$ cat config.mk
export PLATFORM = sky130hd
export DESIGN_NAME = bcd_to_bin_flat
export DESIGN_NICKNAME = d
export VERILOG_FILES = /design/src/rtl/bcd_to_bin_if.sv /design/src/rtl/bcd_to_bin.sv /design/src/flat_wrapper.sv
export SDC_FILE = /design/constraint.sdc
export NUM_CORES = 1
export LEC_CHECK = 0
export ABC_AREA = 1
export BUFFER_PORTS_ARGS = -buffer_cell sky130_fd_sc_hd__buf_4
export CORE_UTILIZATION = 55
export DETAILED_ROUTE_END_ITERATION = 10
export PLACE_DENSITY = 0.77
export SYNTH_ARGS = -nofsm -noshare
export SYNTH_HDL_FRONTEND = slang
export SYNTH_SLANG_ARGS = --single-unit
$ cat constraint.sdc
create_clock -name clk -period 3.42 [get_ports clk]
set_input_delay 0.684 -clock clk [delete_from_list [all_inputs] [get_ports clk]]
set_output_delay 0.684 -clock clk [all_outputs]
set_load 0.005 [all_outputs]
$ cat src/rtl/bcd_to_bin_if.sv
// Start/busy/done handshake bundle for the BCD-to-binary converter.
interface bcd_to_bin_if #(
  parameter int unsigned DIGITS = 6,
  parameter int unsigned BIN_W  = 20
);
  logic                  start;
  logic [4*DIGITS-1:0]   bcd_in;
  logic [BIN_W-1:0]      bin_out;
  logic                  busy;
  logic                  done;
  logic                  err;

  modport master (output start, output bcd_in,
                  input  bin_out, input busy, input done, input err);
  modport slave  (input  start, input bcd_in,
                  output bin_out, output busy, output done, output err);
endinterface

$ cat src/rtl/bcd_to_bin.sv
// Sequential reverse double-dabble: packed BCD digits to binary, one bit per cycle.
// Optional illegal-digit detection enabled by defining BCD_TO_BIN_CHECK_EN.
module bcd_to_bin #(
  parameter int unsigned DIGITS = 6,
  parameter int unsigned BIN_W  = 20
) (
  input logic         clk,
  input logic         reset_n,
  bcd_to_bin_if.slave bus
);
  localparam int unsigned BCD_W  = 4 * DIGITS;
  localparam int unsigned WORK_W = BCD_W + BIN_W;
  localparam int unsigned CNT_W  = $clog2(BIN_W);

  typedef enum logic [1:0] {IDLE, CONV, DONE, FAULT} state_t;

  state_t             state;
  logic [CNT_W-1:0]   cnt;
  logic [WORK_W-1:0]  work;
  logic [WORK_W-1:0]  work_step_c;
  logic [BIN_W-1:0]   bin_out_q;
  logic               busy_q;
  logic               done_q;
  logic               bad_c;

  // One iteration: shift right, then pull back every BCD nibble that landed at >= 8.
  always_comb begin
    work_step_c = work >> 1;
    for (int i = 0; i < int'(DIGITS); i++) begin
      if (work_step_c[BIN_W + 4*i + 3])
        work_step_c[BIN_W + 4*i +: 4] = work_step_c[BIN_W + 4*i +: 4] - 4'd3;
    end
  end

`ifdef BCD_TO_BIN_CHECK_EN
  logic err_q;

  always_comb begin
    bad_c = 1'b0;
    for (int i = 0; i < int'(DIGITS); i++) begin
      if (bus.bcd_in[4*i +: 4] > 4'd9) bad_c = 1'b1;
    end
  end

  // Error flag only changes when a request is accepted.
  always_ff @(posedge clk or negedge reset_n) begin
    if (!reset_n)                      err_q <= 1'b0;
    else if (state == IDLE && bus.start) err_q <= bad_c;
  end

  assign bus.err = err_q;
`else
  assign bad_c   = 1'b0;
  assign bus.err = 1'b0;
`endif

  always_ff @(posedge clk or negedge reset_n) begin
    if (!reset_n) begin
      state     <= IDLE;
      cnt       <= '0;
      work      <= '0;
      bin_out_q <= '0;
      busy_q    <= 1'b0;
      done_q    <= 1'b0;
    end else begin
      done_q <= 1'b0;
      case (state)
        IDLE: begin
          if (bus.start) begin
            if (bad_c) begin
              state <= FAULT;
            end else begin
              work   <= {bus.bcd_in, BIN_W'(0)};
              cnt    <= '0;
              busy_q <= 1'b1;
              state  <= CONV;
            end
          end
        end
        CONV: begin
          work <= work_step_c;
          cnt  <= cnt + CNT_W'(1);
          if (cnt == CNT_W'(BIN_W - 1)) begin
            bin_out_q <= work_step_c[BIN_W-1:0];
            done_q    <= 1'b1;
            busy_q    <= 1'b0;
            state     <= DONE;
          end
        end
        DONE:  state <= IDLE;
        // Rejected request still completes the handshake with a zero result.
        FAULT: begin
          bin_out_q <= '0;
          done_q    <= 1'b1;
          state     <= DONE;
        end
        default: state <= IDLE;
      endcase
    end
  end

  assign bus.bin_out = bin_out_q;
  assign bus.busy    = busy_q;
  assign bus.done    = done_q;
endmodule
$ cat src/flat_wrapper.sv
// flat-port wrapper written by rule: the top's interface ports become plain ports
module bcd_to_bin_flat 
#(
  parameter int unsigned DIGITS = 6,
  parameter int unsigned BIN_W  = 20
)
  (clk, reset_n, bus_start, bus_bcd_in, bus_bin_out, bus_busy, bus_done, bus_err);
  bcd_to_bin_if #(.DIGITS(DIGITS), .BIN_W(BIN_W)) bus_i ();
  input logic clk;
  input logic reset_n;
  input wire logic [$bits(bus_i.start)-1:0] bus_start;
  input wire logic [$bits(bus_i.bcd_in)-1:0] bus_bcd_in;
  output wire logic [$bits(bus_i.bin_out)-1:0] bus_bin_out;
  output wire logic [$bits(bus_i.busy)-1:0] bus_busy;
  output wire logic [$bits(bus_i.done)-1:0] bus_done;
  output wire logic [$bits(bus_i.err)-1:0] bus_err;
  assign bus_i.start = bus_start;
  assign bus_i.bcd_in = bus_bcd_in;
  assign bus_bin_out = bus_i.bin_out;
  assign bus_busy = bus_i.busy;
  assign bus_done = bus_i.done;
  assign bus_err = bus_i.err;
  bcd_to_bin #(.DIGITS(DIGITS), .BIN_W(BIN_W)) u_core (.clk(clk), .reset_n(reset_n), .bus(bus_i));
endmodule
-- Yosys cells after proc, flatten, opt, wreduce, memory -nomap -nowiden
Index checks and enable logic that the tools add are counted.
- register bits after elaboration: 73
- latch bits: 0
- bits in writable memories: 0
- ROM bits: 0
- input bits: 27
- output and inout bits: 23
- word-level logic and storage cells: 44
- memories: 0
- add/sub/neg operators: 6
- multipliers: 0
- divide/modulo/power cells: 0
- magnitude comparators: 0
- equality and inequality tests: 6
- shift operators: 0
- muxes and demuxes: 19
- bitwise gates (word level): 0
- reduce and logical (&&, ||, !) cells: 7
- operator list (cell ; number):
    $pmux W44 S2 ; 1
    $mux W44 ; 1
    $pmux W20 S2 ; 1
    $mux W20 ; 1
    $mux W4 ; 5
    $sub A4 B2 Y4 const B ; 5
    $pmux W5 S2 ; 1
    $pmux W2 S4 ; 1
    $reduce_and A2 Y1 ; 3
    $add A5 B1 Y5 const B ; 1
    $eq A5 B5 Y1 const B ; 1
    $mux W5 ; 1
    $eq A2 B2 Y1 const B ; 2
    $mux W2 ; 2
    $pmux W1 S2 ; 2
    $reduce_bool A2 Y1 ; 2
    $mux W1 ; 3
    $reduce_and A3 Y1 ; 1
    $eq A2 B1 Y1 const B ; 1
    $logic_not A2 Y1 ; 1
    $ne A2 B1 Y1 const B ; 1
    $ne A2 B2 Y1 const B ; 1

-- Longest topological paths before layout
Gate-level depths: netlist of run 1.
- depth after elaboration: 3
- mapped depth: 8
- gate-level depth less buffers: 8

-- Worst setup path after synthesis of run 1
OpenSTA, ideal clock, no wires.
- path type: input -> register
- from: in bus_start
- to: reg u_core.work[30]
- library setup time: 0.122 ns
- data arrival time: 1.171 ns
- data required time: 3.298 ns
- path slack: 2.127 ns
- cell stages on the path: 6
- path buffers: 1
- path through: nand2_2 > nand2_4 > clkinv_2 > buf_6 > nand2_2 > nand3_2
- cells in the longest elaborated chain, start to end: 2
- RTL lines (item ; line ; RTL):
    start, declared ; flat_wrapper.sv:11 ; input wire logic [$bits(bus_i.start)-1:0] bus_start;
    $ne A2 B2 Y1 (no line) ; n/a ;
    $reduce_and A2 Y1 (no line) ; n/a ;
    end signal, assigned ; bcd_to_bin.sv:73 ; work <= {bus.bcd_in, BIN_W'(0)};
    end signal, assigned ; bcd_to_bin.sv:81 ; work <= work_step_c;
    end, declared ; bcd_to_bin.sv:19 ; logic [WORK_W-1:0] work;
Every way passes these cells.
A chain may end at the register's enable or synchronous reset.

-- Worst setup path after layout of run 1
- from: reg u_core.state[0]
- to: reg u_core.bin_out_q[19], in the netlist u_core.bus.bin_out[19]
- cells in the longest elaborated chain, start to end: 3
- elaborated cells on any way between the ends: 6
- those cells by class: eq/ne: 3; mux: 1; reduce/logical: 2
- RTL lines (item ; line ; RTL):
    start, declared ; bcd_to_bin.sv:17 ; state_t state;
    start signal, assigned ; bcd_to_bin.sv:59 ; state <= IDLE;
    start signal, assigned ; bcd_to_bin.sv:71 ; state <= FAULT;
    start signal, assigned ; bcd_to_bin.sv:76 ; state <= CONV;
    $eq A2 B1 Y1 or $eq A2 B2 Y1 (tied branches) ; bcd_to_bin.sv:67 ; case (state)
    $ne A2 B1 Y1 (no line) or $reduce_bool A2 Y1 (tied branches) ; n/a ;
    $reduce_and A2 Y1 (no line) ; n/a ;
    end signal, assigned ; bcd_to_bin.sv:84 ; bin_out_q <= work_step_c[BIN_W-1:0];
    end, declared ; bcd_to_bin.sv:21 ; logic [BIN_W-1:0] bin_out_q;
Several ways; a longest one is shown, not always the timed one.

==> results of run 1 <==
[layer usage]
| layer | GRT usage (%) | vias to the layer above |
|---|---|---|
| li1 | - | 1419 |
| met1 | 32.8 | 1339 |
| met2 | 38.5 | 60 |
| met3 | 4.04 | 11 |
| met4 | 9.64 | 0 |
| met5 | 0 | - |
[worst register-to-register path: stages (launching register included)]
cell	delay (ns)
dfrtp_1	0.49
inv_2	0.10
nor2_8	0.48
nand3_4	0.41
inv_2	0.27
nand2_1	0.09
nand2_1	0.07
[metrics by stage]
stage,std cells,total power (uW),instance area [sq um],hold slack [ns]
2_1_floorplan,417,2690,3460,0.388
3_3_place_gp,522,3030,3800,0.464
3_5_place_dp,522,3100,3800,0.461
4_1_cts,538,3700,3970,0.479
5_1_grt,538,4020,3970,0.504
6_report,538,3680,3970,0.450
[Yosys cell counts (all sizes together)]
master  instances  area share, %
nand2         130             15
dfrtp          72             52
nand3          57            8.9
inv            52            5.6
o21ai          20            2.9
nor2           19            2.5
o22ai          17            3.1
buf            16            3.3
a21oi          13            1.9
ha              6            2.2
nand3b          4           0.87
xnor2           3           0.76
clkbuf          2           0.22
nand4           2           0.36
clkinv          1           0.14
conb            1           0.11
o211ai          1           0.22
o21bai          1           0.22
[area by class of cell]
class                           count  area (sq um)
Sequential cell                    72          1800
Tap cell                           75          93.8
Timing Repair Buffer               48           360
Clock inverter                      6          45.0
Fill cell                         520          2020
Clock buffer                       10           128
Multi-Input combinational cell    274          1340
Inverter                           53           200
[kinds of logic (layout without fill, tap and decap cells)]
group                      Yosys count  after routing
DFF                                 72             72
xor gates and xnor gates             3              3
buffers and inverters               71            117
AOI/OAI and AO/OA                   52             52
adders and majority gates            6              6
other                                1              1
and+or+nand+nor                    212            212
[registers in the layout (all words and copies together), names as in the netlist]
signal and cells:
u_core.work 43, u_core.bus.done 1, u_core.bus.busy 1, u_core.state 2, u_core.cnt 5, u_core.bus.bin_out 20
[worst paths after layout]
check,start,end,depth (start not counted)
setup / recovery,u_core.state[0],u_core.bus.bin_out[19],6
hold / removal,reset_n,u_core.work[37],1
setup reg to reg,u_core.state[0],u_core.bus.bin_out[19],6
hold reg to reg,u_core.work[18],u_core.bus.bin_out[17],2
max in group asynchronous,reset_n,u_core.work[30],1
min in group clk,u_core.work[18],u_core.bus.bin_out[17],2
[power breakdown]
part / switching [uW] / internal [uW]
Combinational: 966 / 617
Sequential: 286 / 1210
Clock: 333 / 266
Total: 1580 / 2100
==> impl_metrics.json, run 1 <==
{
  "outcome": "complete, no violations",
  "min_path_type": "in2async",
  "cts.sinks": 72,
  "ant_nets": 0,
  "synthMuxAreaShare_pct": 0,
  "finalHoldViolCount": 0,
  "synthesis.area_sq_mm": 0.00346,
  "die-area_sq_mm": 0.00662,
  "yosys_warnings": 0,
  "antenna_found_initial": 0,
  "max_slew_margin_pct": 41.0,
  "cts_tree": "yes",
  "post_cts_buffers": 0,
  "fp-row-count": 28,
  "gp_congestion": 0.814,
  "synth_cell_types": 27,
  "crit_arrival_ns": 2.24,
  "finalClockSkew_ns": 0.0145,
  "required_ns": 3.70,
  "power_leakage_uw": 0.00215,
  "fin_tns_setup_ns": 0,
  "peakVddDrop_uv": 468,
  "path_clk_slew_ns": 0.08,
  "cp_max_fo": 45,
  "top_layer": "met4",
  "mostFrequentLayoutCells": "nand2_1, dfrtp_1, nand3_1",
  "pwr_density_cell_mw_per_mm2": 927,
  "critical-path-top-delay-family": "simple AND/OR/NAND/NOR gates",
  "slowest_stage": "dfrtp_1",
  "period_needed_ns": 1.96,
  "num_vias": 2829,
  "critical_path.max_stage_delay_ns": 0.49,
  "grt_pass1_wl_mm": 11.9,
  "critPathCaptureType": "flip-flop",
  "routedWlPerCell_microns": 13.2,
  "hold_buffers": 0,
  "die_w_microns": 81.4,
  "wl_met3_microns": 219,
  "avgSynthCellArea_sq_um": 8.31,
  "grt_use_total_pct": 24.2,
  "place_ws_ns": 1.42,
  "coreArea_sq_mm": 0.00599,
  "ys_seq_area_share_pct": 52.0,
  "start_util_pct": 57.8,
  "drt_iter0_drc": 188,
  "synth-simple-area-share_pct": 27.4,
  "totalWireLength_mm": 7.08,
  "drt-pass1-iter-count": 5,
  "met2_length_mm": 3.39,
  "worst_skew_pair.late_latency_ns": 0.35,
  "vias_per_cell": 5.26,
  "die_height_microns": 81.4,
  "ys_ff_latch": 72,
  "tightest_slew_ns": 0.884,
  "synth_compound_area_share_pct": 8.27,
  "layout_commonest_cell": "nand2_1",
  "maxSlewViolCount": 0,
  "layout.nets": 491,
  "drive_gt1_share_pct": 16.4,
  "grt_pass1_vias": 2622,
  "synthXorXnorAreaFrac_pct": 0.758,
  "worstPathCellList": "inv_2 > nor2_8 > nand3_4 > inv_2 > nand2_1 > nand2_1",
  "cts_buffers": 9,
  "htreeDepth": 3,
  "met1_length_mm": 3.37,
  "root_buffer": "clkbuf_8",
  "cp_num_buf_inv": 2,
  "clk_path_buf_depth": 2,
  "synth_top_family_by_area": "simple AND/OR/NAND/NOR gates",
  "grt_max_degree": 73,
  "hpwl_mm": 4.62,
  "cts_resized": 0,
  "boundaryPins": 50,
  "fmax_mhz": 511,
  "port_buffers": 48,
  "maxCapViolCount": 0,
  "syn_inst": 417,
  "finalSetupViolCount": 0,
  "diodes": 0,
  "syn_to_final_growth_pct": 14.6,
  "r2r_slack_ns": 1.46,
  "final_core_util_pct": 66.2,
  "syn_nets": 450,
  "critPathLaunchType": "flip-flop",
  "crit_type": "reg2reg",
  "grt_overflow": 0,
  "rsz0062_at_grt": "no",
  "synth_fa_ha_area_share_pct": 2.17,
  "period_share_pct": 57.2,
  "remaining_drc_errors": 0,
  "fin_ws_ns": 1.46
}
No activity file was read; power rests on OpenSTA's default activity.
==> inputs of run 2 (changes only) <==
==> constraint.sdc (replaced) <==
create_clock -name clk -period 1.9 [get_ports clk]
set_input_delay 0.38 -clock clk [delete_from_list [all_inputs] [get_ports clk]]
set_output_delay 0.38 -clock clk [all_outputs]
set_load 0.005 [all_outputs]
==> run 2 against run 1 <==
  * Hold slack got worse by 0.41 ns
  * Utilization rose by 1.1 points
  * Largest power group unchanged
  * Sequential power rose by 80%
  * Critical path type unchanged
  * Via count rose by 1.8%
==> impl_metrics.json, run 2 (synthesis gave the netlist of run 1 again) <==
{
  "power_leakage_uw": 0.00219,
  "start_util_pct": 57.8,
  "cts_resized": 0,
  "period_share_pct": 86.0,
  "min_path_type": "in2async",
  "period_needed_ns": 1.63,
  "drt_iter0_drc": 202,
  "hpwl_mm": 4.93,
  "routedWlPerCell_microns": 13.2,
  "worst_skew_pair.late_latency_ns": 0.33,
  "required_ns": 2.16,
  "r2r_slack_ns": 0.27,
  "hold_buffers": 0,
  "critical_path.max_stage_delay_ns": 0.50,
  "top_register": "u_core.work",
  "fin_total_pwr_uw": 6710,
  "htreeDepth": 3,
  "outcome": "complete, no violations",
  "port_buffers": 48,
  "boundaryPins": 50,
  "layout_commonest_cell": "nand2_1",
  "cts_buffers": 9,
  "slowest_stage": "dfrtp_1",
  "finalHoldViolCount": 0,
  "grt_overflow": 0,
  "die_height_microns": 81.4,
  "grt_pass1_wl_mm": 11.9,
  "critPathCaptureType": "flip-flop",
  "root_buffer": "clkbuf_8",
  "vias_per_cell": 5.30,
  "cp_max_fo": 18,
  "maxSlewViolCount": 0,
  "largest_reg_flops": 43,
  "fp-row-count": 28,
  "r2r_start": "u_core.state[1]",
  "crit_type": "reg2reg",
  "num_vias": 2881,
  "clk_path_buf_depth": 2,
  "r2r-end": "u_core.work[31]",
  "rsz0062_at_grt": "no",
  "drive_gt1_share_pct": 17.7,
  "totalWireLength_mm": 7.19,
  "fin_tns_setup_ns": 0,
  "post_cts_buffers": 0,
  "die-area_sq_mm": 0.00662,
  "gp_congestion": 0.802,
  "critPathLaunchType": "flip-flop",
  "worstPathCellList": "inv_2 > nand2_2 > nand2_4 > buf_4 > nand2_1 > a21oi_1",
  "path_clk_slew_ns": 0.07,
  "reg2reg_depth": 6,
  "cts.sinks": 72,
  "syn_to_final_growth_pct": 16.4,
  "finalSetupViolCount": 0,
  "mostFrequentLayoutCells": "nand2_1, dfrtp_1, nand3_1, buf_4, inv_1",
  "die_w_microns": 81.4,
  "drt-pass1-iter-count": 4,
  "grt_max_degree": 73,
  "pwr_density_cell_mw_per_mm2": 1660,
  "diodes": 0,
  "grt_use_total_pct": 23.8,
  "coreArea_sq_mm": 0.00599,
  "crit_arrival_ns": 1.89,
  "ant_nets": 0,
  "final_core_util_pct": 67.3,
  "antenna_found_initial": 0,
  "remaining_drc_errors": 0,
  "layout.nets": 498,
  "fmax_mhz": 612,
  "cts_tree": "yes",
  "maxCapViolCount": 0,
  "finalClockSkew_ns": 0.00744,
  "grt_pass1_vias": 2628,
  "peakVddDrop_uv": 849
}
## run 2: worst max-delay path by stage
stage,slack [ns],to,cells after the start,startpoint
after floorplan,0.65,u_core.bus.bin_out[10],8,u_core.cnt[0]
after global placement,0.37,u_core.bus.bin_out[13],7,u_core.cnt[0]
after detailed placement,0.26,u_core.work[31],6,u_core.state[1]
after CTS,0.27,u_core.work[31],6,u_core.state[1]
after global routing,0.14,u_core.cnt[2],6,u_core.state[1]
final,0.27,u_core.work[31],6,u_core.state[1]
## run 2: worst max-delay path, delay by kind of cell (launching register included)
| kind | cells | cell delay [ns] |
|---|---|---|
| DFF | 1 | 0.50 |
| and+or+nand+nor | 3 | 0.50 |
| buffers and inverters | 2 | 0.41 |
| AOI/OAI and AO/OA | 1 | 0.14 |
## run 2: where the power goes
group          internal, uW  leakage [uW]  switching, uW
clock network           499     0.0000841            548
logic                  1190       0.00118           1770
registers              2190      0.000932            512
total                  3880       0.00219           2830
## run 2: cell type report
cell class,instances,area (sq um)
inverters,53,200
repair buffers,55,425
flip-flops and latches,72,1800
clock buffers,10,138
clock inverters,5,33.8
multi-input cells,274,1340
well taps,75,93.8
fillers,514,1960
## run 2: layer usage
| metal | share of wire (%) | global-route usage, % |
|---|---|---|
| met4 | 0.79 | 6.61 |
| met3 | 4.2 | 5.39 |
| met2 | 49 | 37.8 |
| met5 | 0 | 0 |
| met1 | 46 | 32.7 |
## run 2: through the flow
step	setup WS (ns)	hold WS (ns)	cell area, sq um	std cells
global placement	0.370	0.421	3860	529
detailed placement	0.265	0.423	3860	529
finish	0.266	0.0440	4030	544
floorplan	0.646	0.0844	3460	417
global route	0.138	0.0683	4030	544
CTS	0.270	0.0610	4030	544
==> inputs of run 3 (changes only) <==
--- a/config.mk
+++ b/config.mk
@@ -7,6 +7,7 @@
 export LEC_CHECK = 0
 export ABC_AREA = 1
 export BUFFER_PORTS_ARGS = -buffer_cell sky130_fd_sc_hd__buf_4
+export CORE_ASPECT_RATIO = 0.8
 export CORE_UTILIZATION = 55
 export DETAILED_ROUTE_END_ITERATION = 10
 export PLACE_DENSITY = 0.77
==> run 3 against run 2 <==
  * The flow now finishes with violations (negative hold slack)
  * Fmax fell by 0.11%
  * Worst setup slack got worse by 0.0019 ns
  * Design area rose by 2.2%
  * Flip-flop and latch count did not move
  * Non-clock buffer count rose by 1
  * Clock skew barely moved
  * Sequential share of layout area fell by 0.96 points
  * Largest cell class unchanged
  * Highest routed layer unchanged
==> impl_metrics.json, run 3 (synthesis gave the netlist of run 1 again) <==
{
  "coreArea_sq_mm": 0.00601,
  "diodes": 0,
  "violations": "negative hold slack",
  "cts_tree": "yes",
  "largest_reg_flops": 43,
  "met1_length_mm": 3.51,
  "path_clk_slew_ns": 0.07,
  "critical-path-top-delay-family": "simple AND/OR/NAND/NOR gates",
  "met2_length_mm": 3.49,
  "die_height_microns": 73.0,
  "grt_use_total_pct": 25.0,
  "num_vias": 2858,
  "maxSlewViolCount": 0,
  "totalWireLength_mm": 7.45,
  "maxCapViolCount": 0,
  "layout.nets": 499,
  "final_core_util_pct": 68.6,
  "worstPathCellList": "inv_2 > nand2_2 > nor2_1 > nand2_1 > nand3_1",
  "hold_buffers": 0,
  "hpwl_mm": 5.15,
  "root_buffer": "clkbuf_8",
  "rsz0062_at_grt": "no",
  "post_cts_buffers": 0,
  "tightest_slew_ns": 0.606,
  "cts.sinks": 72,
  "critPathCaptureType": "flip-flop",
  "top_layer": "met4",
  "required_ns": 2.19,
  "fin_tns_setup_ns": 0,
  "critPathLaunchType": "flip-flop",
  "period_share_pct": 86.1,
  "antenna_found_initial": 0,
  "peakVddDrop_uv": 912,
  "vias_per_cell": 5.18,
  "drt-pass1-iter-count": 5,
  "cp_num_buf_inv": 1,
  "crit_arrival_ns": 1.92,
  "cts_resized": 0,
  "die-area_sq_mm": 0.00662,
  "grt_overflow": 0,
  "remaining_drc_errors": 0,
  "reg2reg_depth": 5,
  "r2r_slack_ns": 0.26,
  "outcome": "finished, violations left",
  "hold-worst-slack_ns": -0.00813,
  "worst_skew_pair.late_latency_ns": 0.35,
  "period_needed_ns": 1.64,
  "layout_commonest_cell": "nand2_1",
  "mostFrequentLayoutCells": "nand2_1, dfrtp_1, buf_4",
  "syn_to_final_growth_pct": 19.0,
  "max_slew_margin_pct": 59.5,
  "htreeDepth": 3,
  "cp_max_fo": 12,
  "finalHoldViolCount": 5,
  "r2r-end": "u_core.work[41]",
  "slowest_stage": "nor2_1",
  "grt_max_degree": 39,
  "crit_type": "reg2reg",
  "grt_pass1_vias": 2696,
  "pwr_density_cell_mw_per_mm2": 1740,
  "gp_congestion": 0.816,
  "min_path_type": "in2async",
  "critical_path.max_stage_delay_ns": 0.53,
  "power_leakage_uw": 0.00224,
  "r2r_start": "u_core.state[1]",
  "top_register": "u_core.work",
  "drive_gt1_share_pct": 17.8,
  "finalSetupViolCount": 0,
  "fill_cells": 486,
  "wl_met3_microns": 388,
  "port_buffers": 48,
  "routedWlPerCell_microns": 13.5,
  "ant_nets": 0,
  "drt_iter0_drc": 186,
  "cts_buffers": 9,
  "die_w_microns": 90.7,
  "start_util_pct": 57.7,
  "fmax_mhz": 611,
  "clk_path_buf_depth": 2,
  "finalClockSkew_ns": 0.00703,
  "boundaryPins": 50,
  "fp-row-count": 25,
  "grt_pass1_wl_mm": 12.7
}
[run 3: worst reg2reg max path: stages (launching register included)]
cell	delay (ns)
dfrtp_1	0.48
inv_2	0.13
nand2_2	0.18
nor2_1	0.53
nand2_1	0.15
nand3_1	0.12
[run 3: cell type report]
| type | count | area (sq um) | area share (%) |
|---|---|---|---|
| Multi-Input combinational cell | 274 | 1340 | 32.5 |
| Clock inverter | 5 | 104 | 2.52 |
| Sequential cell | 72 | 1800 | 43.7 |
| Inverter | 53 | 200 | 4.86 |
| Tap cell | 81 | 101 | 2.46 |
| Clock buffer | 11 | 141 | 3.43 |
| Timing Repair Buffer | 56 | 433 | 10.5 |
[run 3: layer usage]
| layer | track usage (%) | up-vias |
|---|---|---|
| li1 | - | 1435 |
| met1 | 34.5 | 1346 |
| met2 | 39.1 | 67 |
| met3 | 6.98 | 10 |
| met4 | 7.17 | 0 |
| met5 | 0 | - |
[run 3: worst max path at each step]
stage	start	to	slack (ns)	cells past startpoint
6_report	u_core.state[1]	u_core.work[41]	0.26	5
5_1_grt	u_core.state[1]	u_core.work[30]	0.16	5
4_1_cts	u_core.state[1]	u_core.work[30]	0.27	5
3_5_place_dp	u_core.state[1]	u_core.work[30]	0.28	5
3_3_place_gp	u_core.state[1]	u_core.work[38]	0.37	5
2_1_floorplan	u_core.cnt[0]	u_core.bus.bin_out[10]	0.65	8
[run 3: metrics by stage]
| step | setup slack [ns] | area (sq um) | power, uW | std cells | hold WS [ns] |
|---|---|---|---|---|---|
| global placement | 0.373 | 3880 | 5580 | 536 | 0.388 |
| global route | 0.158 | 4120 | 7800 | 552 | 0.0267 |
| CTS | 0.272 | 4120 | 7200 | 552 | 0.0134 |
| detailed placement | 0.283 | 3880 | 5700 | 536 | 0.390 |
| finish | 0.264 | 4120 | 7170 | 552 | -0.00813 |
| floorplan | 0.646 | 3460 | 4840 | 417 | 0.0844 |
[run 3: report_power, final]
group	internal, uW	switching [uW]	total (uW)
Sequential	2190	520	2710
Combinational	1200	1790	2990
Clock	909	571	1480
